File: config.mk
export PLATFORM = sky130hd
export DESIGN_NAME = mux2_arbiter
export DESIGN_NICKNAME = d
export VERILOG_FILES = /design/src/rtl/mux2_arbiter_pkg.sv /design/src/rtl/mux2_arbiter_mux.sv /design/src/rtl/mux2_arbiter.sv
export SDC_FILE = /design/constraint.sdc
export NUM_CORES = 1
export LEC_CHECK = 0
export CORE_MARGIN = 8
export CORE_UTILIZATION = 40
export DETAILED_ROUTE_END_ITERATION = 10
export HOLD_SLACK_MARGIN = 0.15
export PLACE_DENSITY = 0.79
export SLEW_MARGIN = 10
export SYNTH_ARGS = -nofsm -noshare
export SYNTH_HDL_FRONTEND = slang
export SYNTH_HIERARCHICAL = 1
export SYNTH_SLANG_ARGS = --single-unit
File: constraint.sdc
create_clock -name clk -period 3.55 [get_ports clk]
set_input_delay 0.71 -clock clk [delete_from_list [all_inputs] [get_ports clk]]
set_output_delay 0.71 -clock clk [all_outputs]
set_load 0.05 [all_outputs]
File: src/rtl/mux2_arbiter_pkg.sv
// mux2_arbiter_pkg
//   Shared constants for the two-requester MUX arbiter.
//   - state_t : arbiter FSM encoding (IDLE / GNT0 / GNT1)
//   - SEL_A / SEL_B : MUX select values (0 = data0, 1 = data1)
package mux2_arbiter_pkg;

  typedef enum logic [1:0] {
    IDLE = 2'd0,
    GNT0 = 2'd1,
    GNT1 = 2'd2
  } state_t;

  localparam logic SEL_A = 1'b0;
  localparam logic SEL_B = 1'b1;

endpackage

File: src/rtl/mux2_arbiter_mux.sv
// mux2_arbiter_mux
//   Plain DATA_W-wide 2:1 data MUX shared by the two requesters.
//   Ports:
//     sel  : 0 selects a, 1 selects b
//     a, b : data inputs
//     y    : selected data
module mux2_arbiter_mux #(
  parameter int DATA_W = 8
) (
  input  logic              sel,
  input  logic [DATA_W-1:0] a,
  input  logic [DATA_W-1:0] b,
  output logic [DATA_W-1:0] y
);

  assign y = sel ? b : a;

endmodule

File: src/rtl/mux2_arbiter.sv
// mux2_arbiter
//   Round-robin arbiter owning the shared 2:1 operand MUX. Each requester
//   raises req_x, receives grant_x, and gives the path back with done_x (or
//   by dropping req_x). A grant held while the other side waits is cut after
//   MAX_HOLD contended cycles so neither side can starve the other.
//   Ports:
//     clk, rst_n        : clock, asynchronous active-low reset
//     req0/req1         : requests (MUX input A / B)
//     done0/done1       : release of a held grant
//     data0/data1       : requester data
//     grant0/grant1     : registered ownership flags (never both high)
//     select            : registered MUX select, holds its value in IDLE
//     out_data          : select ? data1 : data0
//     out_valid         : grant0 | grant1
//
//   Handshake: a request sampled high at a rising edge is granted on that
//   edge; the grant stays until done_x, !req_x or preemption is sampled, and
//   drops on that same edge. done_x is only honoured while x already owns
//   the path. On release with the other side requesting, ownership moves on
//   the same edge, with no overlap and no idle gap.
module mux2_arbiter
  import mux2_arbiter_pkg::*;
#(
  parameter int DATA_W   = 8,
  parameter int MAX_HOLD = 4
) (
  input  logic              clk,
  input  logic              rst_n,
  input  logic              req0,
  input  logic              req1,
  input  logic              done0,
  input  logic              done1,
  input  logic [DATA_W-1:0] data0,
  input  logic [DATA_W-1:0] data1,
  output logic              grant0,
  output logic              grant1,
  output logic              select,
  output logic [DATA_W-1:0] out_data,
  output logic              out_valid
);

  localparam int HOLD_W = $clog2(MAX_HOLD + 1);
  localparam logic [HOLD_W-1:0] HOLD_LAST = HOLD_W'(MAX_HOLD - 1);

  state_t            state, next_state;
  logic              last, next_last;
  logic              next_select;
  logic [HOLD_W-1:0] hold_cnt, next_hold;
  logic              preempt0, preempt1;

  // Preemption fires on the last allowed contended cycle of a grant.
  assign preempt0 = (hold_cnt == HOLD_LAST) && req1;
  assign preempt1 = (hold_cnt == HOLD_LAST) && req0;

  always_ff @(posedge clk or negedge rst_n) begin
    if (!rst_n) begin
      state    <= IDLE;
      select   <= SEL_A;
      last     <= 1'b1;
      hold_cnt <= '0;
    end else begin
      state    <= next_state;
      select   <= next_select;
      last     <= next_last;
      hold_cnt <= next_hold;
    end
  end

  always_comb begin
    next_state  = state;
    next_select = select;
    next_last   = last;
    next_hold   = hold_cnt;

    case (state)
      IDLE: begin
        // On a tie the requester that was not granted last wins.
        if (req0 && req1)  next_state = last ? GNT0 : GNT1;
        else if (req0)     next_state = GNT0;
        else if (req1)     next_state = GNT1;
      end
      GNT0: begin
        if (done0 || !req0 || preempt0) next_state = req1 ? GNT1 : IDLE;
      end
      GNT1: begin
        if (done1 || !req1 || preempt1) next_state = req0 ? GNT0 : IDLE;
      end
      default: next_state = IDLE;
    endcase

    if (next_state != state) begin
      next_hold = '0;
      if (next_state == GNT0) begin
        next_select = SEL_A;
        next_last   = 1'b0;
      end else if (next_state == GNT1) begin
        next_select = SEL_B;
        next_last   = 1'b1;
      end
    end else if ((state == GNT0 && req1) || (state == GNT1 && req0)) begin
      // Only contended cycles count toward the hold limit.
      next_hold = hold_cnt + 1'b1;
    end
  end

  assign grant0    = (state == GNT0);
  assign grant1    = (state == GNT1);
  assign out_valid = grant0 | grant1;

  mux2_arbiter_mux #(.DATA_W(DATA_W)) u_mux (
    .sel (select),
    .a   (data0),
    .b   (data1),
    .y   (out_data)
  );

endmodule

-- Yosys cells after proc, flatten, opt, wreduce, memory -nomap -nowiden
Cells that the tools add are included.
- word-level logic and storage cells: 42
- output and inout port bits: 12
- bits in registers: 7
- input port bits: 22
- muxes and demuxes: 14
- add/sub/neg operators: 1
- bitwise gates (word level): 1
- reductions and logical operators: 16
- equal/unequal tests: 6
- operators by type and width (operator ; number):
    $mux W2 ; 7
    $mux W8 ; 1
    $mux W3 ; 2
    $pmux W2 S3 ; 1
    $logic_and A1 B1 Y1 ; 5
    $logic_or A1 B1 Y1 ; 5
    $eq A2 B1 Y1 const B ; 2
    $eq A2 B2 Y1 const B ; 2
    $reduce_bool A2 Y1 ; 2
    $add A3 B1 Y3 const B ; 1
    $eq A3 B2 Y1 const B ; 1
    $mux W1 ; 3
    $logic_not A1 Y1 ; 2
    $logic_not A2 Y1 ; 1
    $ne A2 B2 Y1 ; 1
    $reduce_and A2 Y1 ; 1
    $or A1 B1 Y1 ; 1

-- Depth between registers and ports, before layout
- depth in word-level cells: 8
- mapped depth: 12

-- Cells and area by module
The synthesis kept the hierarchy.
- modules (own cells, without submodules) (module ; times used ; cells each ; seq. area each (um^2) ; area each (um^2)):
    mux2_arbiter ; 1 ; 65 ; 176.4 ; 579.3
    mux2_arbiter_mux ; 1 ; 9 ; 0.0 ; 131.4

-- Worst setup path after synthesis
No wires, ideal clock.
- path type: register -> register
- from: register hold_cnt[0]
- to: register last
- setup slack: 0.983 ns
- buffers on the path: 0
- cell stages (with the launch flop): 12
- data arrival time: 2.492 ns
- setup time: 0.075 ns
- required time: 3.475 ns
- cell sequence: dfrtp_1 > ha_1 > ha_1 > or3b_1 > a22o_1 > a21oi_2 > a21oi_1 > ha_1 > inv_1 > a32o_1 > a21oi_2 > mux2i_1
- longest elaborated chain between the ends: 8
- elaborated cells on any way between the ends: 14
- classes of those cells: eq/ne: 4; mux: 4; reduce/logical: 6
- RTL lines (element ; RTL line ; source):
    from (decl) ; mux2_arbiter.sv:48 ; logic [HOLD_W-1:0] hold_cnt, next_hold;
    from (signal assigned) ; mux2_arbiter.sv:65 ; hold_cnt <= next_hold;
    $eq A3 B2 Y1 (*) ; mux2_arbiter.sv:52, mux2_arbiter.sv:53 ;
    $logic_and A1 B1 Y1 (on tied branches) ; mux2_arbiter.sv:53, mux2_arbiter.sv:52 ;
    $logic_or A1 B1 Y1 (on tied branches) ; mux2_arbiter.sv:86, mux2_arbiter.sv:83 ;
    $mux W2 (on tied branches) ; mux2_arbiter.sv:86, mux2_arbiter.sv:83 ;
    $pmux W2 S3 (*) ; mux2_arbiter.sv:75 ; case (state)
    named net next_state[0] ; mux2_arbiter.sv:45 ; state_t state, next_state;
    $eq A2 B1 Y1 / $eq A2 B2 Y1 (equally long branches) ; mux2_arbiter.sv:93, mux2_arbiter.sv:96 ;
    $reduce_bool A2 Y1 (no line) ; - ;
    $reduce_and A2 Y1 (no line) ; - ;
    to (signal assigned) ; mux2_arbiter.sv:64 ; last <= next_last;
    to (decl) ; mux2_arbiter.sv:46 ; logic last, next_last;
The timed path passes the listed nets; every way through them passes the cells marked *.
A chain may end at the register's enable or synchronous reset.

-- Final worst setup path
- from: input port req1
- to: register select
- longest elaborated chain between the ends: 8
- elaborated cells on any way between the ends: 19
- classes of those cells: eq/ne: 3; mux: 8; reduce/logical: 8
- RTL lines (element ; RTL line ; source):
    from (decl) ; mux2_arbiter.sv:30 ; input logic req1,
    $logic_not A1 Y1 ; mux2_arbiter.sv:86 ; if (done1 || !req1 || preempt1) next_state = req0 ? GNT0 : IDLE;
    $logic_or A1 B1 Y1 (2 in series) ; mux2_arbiter.sv:86 ;
    $mux W2 ; mux2_arbiter.sv:86 ;
    $pmux W2 S3 (*) ; mux2_arbiter.sv:75 ;
    named net next_state[0] ; mux2_arbiter.sv:45 ;
    $eq A2 B1 Y1 / $eq A2 B2 Y1 (equally long branches) ; mux2_arbiter.sv:93, mux2_arbiter.sv:96 ;
    $reduce_bool A2 Y1 (no line) ; - ;
    $reduce_and A2 Y1 (no line) ; - ;
    to (signal assigned) ; mux2_arbiter.sv:63 ; select <= next_select;
    to (decl) ; mux2_arbiter.sv:37 ; output logic select,
Marked as above.

==> results.py <==
metrics = {
    "min_path": {
        "hp-start": "last$_DFFE_PN1P_",
        "min_path_type": "flip-flop to flip-flop",
        "whs_endpoint": "last$_DFFE_PN1P_",
        "min_path_cells": 2,
    },
    "cells_and_area": {
        "seq_area_um2": 176,
        "fillers": 140,
        "final_common_cell": "clkdlybuf4s50_1",
        "area_growth_pct": 53.0,
        "fin_util": 0.637,
        "nets": 140,
        "multi_input_area_um2": 493,
        "final_cell_mix": "clkdlybuf4s50_1, nand2_1, mux2_4, inv_1, ha_1",
        "drive_above_1_share": 0.164,
        "antennaDiodeCount": 0,
    },
    "clock_tree": {
        "clk_latency_ns": 0.24,
        "cts_buffer_depth": 2,
        "cts_setup_buffers": 0,
        "cts_sinks": 7,
        "postCtsHoldBufs": 0,
        "clk_pin_slew_ns": 0.05,
        "ctsResizeCount": 0,
        "cts_made_buffers": 3,
        "htreeDepth": 1,
        "root_buffer": "clkbuf_4",
        "cts_tree": "built",
    },
    "worst_setup_path": {
        "cp_data_required_time_ns": 3.71,
        "r2r_cells": 11,
        "cp-start-kind": "input pin",
        "critPathMaxFanout": 7,
        "r2r-end": "select$_DFFE_PN0P_",
        "cp-startpoint": "req1",
        "worstSetupPathType": "input pin to flip-flop",
        "r2r_setup_slack_ns": 0.78,
        "rr_startpoint": "hold_cnt[0]$_DFFE_PN0P_",
        "cp.arrival_ns": 3.16,
        "setup.worst_path.end_class": "flip-flop",
    },
    "timing": {
        "setup-tns-final_ns": 0,
        "period_share": 0.845,
        "relSlewSlack": 0.649,
        "setup_viol": 0,
        "worst_pin_slew_ns": 0.525,
        "fin_crit_ns": 3.00,
        "fin_skew_ns": 0.000633,
        "rsz0062_at_grt": "no",
        "finalHoldViolCount": 0,
        "maxClockFrequency_mhz": 334,
        "slew_violations": 0,
    },
    "floorplan": {
        "ios": 34,
        "core_area_mm2": 0.00171,
        "die_h_um": 58.2,
        "start_util": 0.416,
        "dieArea_mm2": 0.00338,
        "fp.dieW_um": 58.2,
        "row_count": 15,
    },
    "placement": {
        "routabilityCongestion": 0.834,
        "hpwlAfterDp_um": 1640,
        "portBuffers": 33,
    },
    "synthesis": {
        "syn_area_per_cell_um2": 9.60,
        "syn_inst": 74,
        "synthesis.nets": 103,
        "ys_seq_area_frac": 0.248,
        "synth_area_um2": 711,
        "yosys_warnings": 6,
        "synth_seq_cells": 7,
        "ys_types": 29,
    },
    "drt": {
        "drcViolationCount": 0,
        "vias": 687,
        "vias_per_cell": 5.09,
        "drtPass1Iterations": 4,
        "wl_per_cell_um": 14.0,
        "routed_wl_um": 1890,
        "drt_first_iter_violations": 12,
        "antenna_left": 0,
    },
    "power": {
        "pwr_density_cell_mw_per_mm2": 806,
        "vdd_ir_drop_max_mv": 0.564,
        "p_total_w": 0.000877,
        "p_leak_nw": 0.540,
    },
    "global_route": {
        "grt_pass1_wl_um": 2950,
        "antenna_found_initial": 0,
        "grt_pass1_vias": 657,
        "grtUsageTotal": 0.111,
        "overflow": 0,
        "grt_max_degree": 11,
    },
    "run": {
        "cap_violations": 0,
    },
    "status": {
        "status": "finished clean",
    },
}
synth_stat cells, drive strengths merged:
library cell | number | area [µm²]
a21o | 1 | 7.51
and2 | 1 | 6.26
nor2b | 1 | 6.26
o21bai | 1 | 7.51
xor2 | 1 | 8.76
o211a | 1 | 10.0
nand3 | 3 | 15.0
or3b | 1 | 8.76
a22o | 2 | 17.5
a21boi | 2 | 15.0
a21oi | 6 | 41.3
o311a | 1 | 10.0
mux2i | 3 | 30.0
a32o | 1 | 10.0
nand3b | 1 | 7.51
buf | 1 | 11.3
dfrtp | 6 | 150
a221oi | 1 | 15.0
nand2 | 11 | 41.3
or2 | 1 | 6.26
a221o | 1 | 10.0
inv | 8 | 30.0
mux2 | 8 | 120
dfstp | 1 | 26.3
ha | 7 | 87.6
nor2 | 3 | 11.3
metrics by stage:
step / setup slack [ns] / area, µm² / std cells / hold slack, ns
4_1_cts: 0.569 / 1090 / 135 / 0.487
5_1_grt: 0.454 / 1090 / 135 / 0.515
2_1_floorplan: 0.983 / 711 / 74 / 0.414
3_3_place_gp: 0.406 / 1060 / 131 / 0.466
6_report: 0.552 / 1090 / 135 / 0.486
3_5_place_dp: 0.309 / 1060 / 131 / 0.479
critical path, cell delays in order:
cell	delay [ns]
clkdlybuf4s50_1	0.58
or3b_1	0.40
a22o_1	0.20
a21oi_2	0.19
a21oi_1	0.11
ha_1	0.30
inv_1	0.06
a32o_1	0.22
a21oi_2	0.16
mux2i_1	0.22
power by group:
part / total [W] / switching [W] / internal (W)
clock network: 0.0000691 / 0.0000264 / 0.0000427
logic: 0.000639 / 0.000362 / 0.000277
registers: 0.000169 / 0.0000532 / 0.000115
total: 0.000877 / 0.000442 / 0.000435
sequential cells by signal, summed over array words and instances (netlist names):
| name | count |
|---|---|
| hold_cnt | 3 |
| last | 1 |
| select | 1 |
| state | 2 |
worst max path at each step:
stage | endpoint | slack [ns]
global placement | last$_DFFE_PN1P_ | 0.41
global route | select$_DFFE_PN0P_ | 0.45
floorplan | last$_DFFE_PN1P_ | 0.98
finish | select$_DFFE_PN0P_ | 0.55
CTS | select$_DFFE_PN0P_ | 0.57
detailed placement | select$_DFFE_PN0P_ | 0.31
layer usage:
metal	vias up	routed length [µm]	track usage
met5	-	0	0
li1	336	-	-
met4	0	10	0.0524
met1	332	765	0.117
met3	2	91	0.0309
met2	17	1020	0.199
cell type report:
class	instances	share of cell area
tap	25	0.0288
clock buffer	4	0.0242
sequential	7	0.162
timing repair buffer	33	0.304
inverter	8	0.0276
multi-input combinational	58	0.453
cell families (layout without fill, tap and decap cells):
group           after synthesis  in the layout  synth area share
xor+xnor                      1              1            0.0123
compound gates               17             17             0.202
flops                         7              7             0.248
mux                          11             11             0.211
fa+ha+maj                     7              7             0.123
buf+inv                       9             45            0.0581
simple gates                 22             22             0.144
Note: power is estimated with default switching activity, not from simulation.
